===== src/rtl/rr_arbiter_8.sv =====
// Round-robin arbiter for eight requesters sharing the 8x3 encoder datapath.
// Grants are registered, held until release, request drop or hold-timer expiry.
module rr_arbiter_8 #(
    parameter int MAX_HOLD = 15
) (
    input  logic       clk,
    input  logic       rst,
    input  logic [7:0] req,
    input  logic       release_pulse,
    output logic [7:0] grant,
    output logic [2:0] grant_idx,
    output logic       grant_valid,
    output logic       timeout
);

    localparam int HW = ($clog2(MAX_HOLD + 1) > 4) ? $clog2(MAX_HOLD + 1) : 4;
    localparam logic [HW-1:0] HOLD_LIMIT = HW'(MAX_HOLD);
    localparam logic [HW-1:0] HOLD_SAT   = '1;

    typedef enum logic {
        IDLE  = 1'b0,
        GRANT = 1'b1
    } state_t;

    state_t        state, state_next;
    logic [2:0]    ptr, ptr_next;
    logic [2:0]    owner, owner_next;
    logic [HW-1:0] hold_cnt, hold_cnt_next;
    logic [7:0]    grant_next;
    logic [2:0]    grant_idx_next;
    logic          grant_valid_next;
    logic          timeout_next;
    logic [2:0]    pick;
    logic          rel_exit;
    logic          tmo_hit;

    // First set request bit searching circularly upward from p.
    function automatic logic [2:0] rr_pick(input logic [7:0] r, input logic [2:0] p);
        logic [2:0] idx;
        logic [2:0] sel;
        logic       found;
        sel   = p;
        found = 1'b0;
        for (int i = 0; i < 8; i++) begin
            idx = p + 3'(i);
            if (!found && r[idx]) begin
                sel   = idx;
                found = 1'b1;
            end
        end
        return sel;
    endfunction

    assign pick = rr_pick(req, ptr);

    always_comb begin
        state_next       = state;
        ptr_next         = ptr;
        owner_next       = owner;
        hold_cnt_next    = hold_cnt;
        grant_next       = grant;
        grant_idx_next   = grant_idx;
        grant_valid_next = grant_valid;
        timeout_next     = 1'b0;
        rel_exit         = release_pulse | ~req[owner];
        tmo_hit          = (MAX_HOLD != 0) && (hold_cnt == HOLD_LIMIT);
        case (state)
            IDLE: begin
                if (|req) begin
                    state_next       = GRANT;
                    owner_next       = pick;
                    grant_next       = 8'b1 << pick;
                    grant_idx_next   = pick;
                    grant_valid_next = 1'b1;
                    hold_cnt_next    = HW'(1);
                end
            end
            GRANT: begin
                if (rel_exit || tmo_hit) begin
                    state_next       = IDLE;
                    ptr_next         = owner + 3'd1;
                    grant_next       = 8'b0;
                    grant_idx_next   = 3'b0;
                    grant_valid_next = 1'b0;
                    hold_cnt_next    = '0;
                    // A normal exit coinciding with expiry is not reported as a timeout.
                    timeout_next     = tmo_hit & ~rel_exit;
                end else if (hold_cnt != HOLD_SAT) begin
                    hold_cnt_next = hold_cnt + HW'(1);
                end
            end
            default: state_next = IDLE;
        endcase
    end

    always_ff @(posedge clk or posedge rst) begin
        if (rst) begin
            state       <= IDLE;
            ptr         <= 3'b0;
            owner       <= 3'b0;
            hold_cnt    <= '0;
            grant       <= 8'b0;
            grant_idx   <= 3'b0;
            grant_valid <= 1'b0;
            timeout     <= 1'b0;
        end else begin
            state       <= state_next;
            ptr         <= ptr_next;
            owner       <= owner_next;
            hold_cnt    <= hold_cnt_next;
            grant       <= grant_next;
            grant_idx   <= grant_idx_next;
            grant_valid <= grant_valid_next;
            timeout     <= timeout_next;
        end
    end

endmodule


===== config.mk =====
export PLATFORM = sky130hd
export DESIGN_NAME = rr_arbiter_8
export DESIGN_NICKNAME = d
export VERILOG_FILES = /design/src/rtl/rr_arbiter_8.sv
export SDC_FILE = /design/constraint.sdc
export NUM_CORES = 1
export LEC_CHECK = 0
export CORE_MARGIN = 2
export CORE_UTILIZATION = 43
export CTS_CLUSTER_SIZE = 40
export DETAILED_ROUTE_END_ITERATION = 8
export GPL_TIMING_DRIVEN = 0
export HOLD_SLACK_MARGIN = 0.08
export SYNTH_ARGS = -nofsm -noshare
export SYNTH_HDL_FRONTEND = slang
export SYNTH_SLANG_ARGS = --single-unit
export TNS_END_PERCENT = 100

===== constraint.sdc =====
create_clock -name clk -period 9.25 [get_ports clk]
set_input_delay 1.3875 -clock clk [delete_from_list [all_inputs] [get_ports clk]]
set_output_delay 1.3875 -clock clk [all_outputs]
set_load 0.005 [all_outputs]

==> results.yml <==
global_route:
  grt_pass1_wl_um: 8000
  antenna_found_initial: 0
  grt_usage: 0.194
  first_global_vias: 1681
  grt_max_degree: 25
  grt_overflow: 0
sta:
  rsz0062_at_grt: "false"
  slew_violations: 0
  worst_slew_pin_slew_ps: 885
  fin_skew_ps: 3.88
  max_freq_mhz: 254
  post-route-period-util: 0.425
  whs_ps: 490
  max-slew-margin-rel: 0.410
  hold_violations: 0
  tns_ps: 0
  setup_viol: 0
  period_needed_ps: 3930
setup_path:
  critPathMaxFanout: 9
  end_kind: "flip-flop"
  crit_arrival_ps: 4090
  start_kind: "primary input"
  cp.required_ps: 9410
  criticalPathCategory: "in -> reg"
logic_synthesis:
  ys_types: 53
  synthTopCellsByCount: "24 x dfrtp_1, 20 x nand2_1, 15 x mux4_2"
  synth.most_common_cell: "dfrtp_1"
  synth_area_leaders: "dfrtp_1 30%, mux4_2 17%, nand2_1 3.8%"
  synth_async_sr_flop_share: 1.00
  synth_top_area_cell: "dfrtp_1"
  syn-num-nets: 196
  synth_top_area_share: 0.303
  ys_ff_latch: 24
  ys_warn_count: 0
  netlist_area_mm2: 0.00198
  synth_enable_flop_cells: 0
  synthCells: 181
  avgSynthCellArea_um2: 11.0
  synth_flop_cell: "dfrtp_1"
  yosysSeqAreaShare: 0.303
cts:
  clk_pin_slew_worst_paths_ps: 80
  cts_tree: "done"
  htreeDepth: 1
  cts_resized: 0
  cts_num_sinks: 24
  clockBufferDepth: 2
  postCtsSetupRepairBufs: 0
  cts_root_buf: "clkbuf_8"
  cts_inserted_buffers: 3
  holdBufCountCts: 0
  clock_latency_ps: 270
die:
  start_util: 0.452
  num_rows: 24
  io_pins: 24
  core_mm2: 0.00438
  die_w_um: 71.9
  die_y_um: 71.9
  die_area_mm2: 0.00517
power:
  combPwrFrac: 0.746
  switching_share: 0.460
  pwr-share-clk: 0.089
  leakagePower_nw: 0.946
  p_sw_w: 0.000474
  vdd_drop_max_v: 0.000184
  p_int_w: 0.000557
  p_per_area_mw_per_mm2: 439
  seq_power_share: 0.165
cells_and_area:
  seq_area_um2: 601
  drive_gt1_frac: 0.226
  num_antenna_cells: 0
  fillers: 392
  multi_input_area_mm2: 0.00127
  areaGrowthSynthToFinish_pct: 18.5
  finalCoreUtilization: 0.536
  stdcell_count: 260
  fin_nets: 224
place:
  io_buffers: 23
  gp_congestion: 0.846
  dp_hpwl_um: 3490
  dp_cells: 256
routing:
  vias: 1598
  drtAntennaViolNets: 0
  avgRoutedWirePerCell_um: 17.7
  drt-total-wl_um: 4610
  drc: 0
  via_per_inst: 6.15
  drtIter0Drc: 87
  first_pass_iters: 4
worst_hold_path:
  min_path_type: "reg -> reg"
status:
  status: "finished clean"
job:
  cap_violations: 0
==> layout make-up <==
type	instances	share of cell area
Timing Repair Buffer	23	0.0980
Clock buffer	3	0.0176
Clock inverter	1	0.0128
Multi-Input combinational cell	141	0.543
Buffer	9	0.0346
Inverter	7	0.0112
Tap cell	52	0.0277
Sequential cell	24	0.256
==> registers in the layout, summed over array words and instances, names as in the netlist <==
register and count:
grant 8, grant_idx 3, grant_valid 1, hold_cnt 4, owner 3, ptr 3
state 1, timeout 1
==> per-stage QoR <==
stage                     worst slack [ps]  cell area, µm²  total power (W)
final                                 5320            2350          0.00103
after global routing                  5180            2350          0.00112
after floorplan                       5960            1980         0.000767
after detailed placement              5090            2280         0.000940
after CTS                             5370            2350          0.00104
after global placement                5160            2280         0.000913
==> cells by family (layout without fill, tap and decap cells) <==
group | count (synthesis) | count (layout) | share of synthesized area
buffers and inverters | 16 | 43 | 0.0543
multiplexers | 29 | 29 | 0.260
adder cells (fa/ha/maj) | 4 | 4 | 0.0252
flip-flops | 24 | 24 | 0.303
XOR/XNOR | 5 | 5 | 0.0259
AO/OA/AOI/OAI | 48 | 48 | 0.192
AND/OR/NAND/NOR | 55 | 55 | 0.140
==> path summary, 6_finish.rpt <==
| kind | cells past startpoint | slack [ps] | endpoint | start |
|---|---|---|---|---|
| worst max-delay path | 8 | 5320 | grant[5] | req[6] |
| worst min-delay path | 2 | 490 | grant_idx[0] | grant_idx[0] |
| worst max register to register | 11 | 5740 | grant[5] | ptr[0] |
| worst min register to register | 2 | 490 | grant_idx[0] | grant_idx[0] |
| max in group asynchronous | 2 | 7100 | ptr[0] | rst |
| min in group asynchronous | 2 | 1610 | grant[3] | rst |
==> layout by cell type (no fill, tap or decap), drive strengths merged, types with 2 or more instances in the layout <==
cell,count
and2,4
nand2b,4
o22ai,2
a22o,3
a21oi,2
nor4,2
nand3b,2
ha,4
a32o,9
a2bb2oi,2
a32oi,4
buf,5
mux2,4
o21ai,15
clkdlybuf4s50,23
o211ai,3
nor2b,2
nand2,20
inv,6
nand3,4
mux4,16
dfrtp,24
xor2,2
mux2i,9
clkbuf,7
xnor2,3
o21a,2
nor2,11
==> worst max-delay path: stages <==
cell	delay (ps)
clkdlybuf4s50_1	580
mux4_2	580
mux2i_2	300
and2_1	310
o21ai_0	130
a32oi_1	300
o21ai_1	200
a32o_1	310
==> power by group through the flow <==
stage | clock network (W) | logic [W] | registers [W]
floorplan | 0 | 0.000599 | 0.000168
global placement | 0 | 0.000742 | 0.000171
detailed placement | 0 | 0.000768 | 0.000172
CTS | 0.0000930 | 0.000773 | 0.000170
global route | 0.0000974 | 0.000846 | 0.000175
finish | 0.0000916 | 0.000769 | 0.000171
==> metal layers <==
metal | track usage | part of all wire | vias up | wire length, µm
met5 | 0 | 0 | - | 0
met4 | 0.0650 | 0.014 | 0 | 64
met3 | 0.0167 | 0.028 | 9 | 128
met2 | 0.336 | 0.52 | 32 | 2410
met1 | 0.256 | 0.44 | 800 | 2010
li1 | - | - | 757 | -
Power figures use the tool's default switching activity.
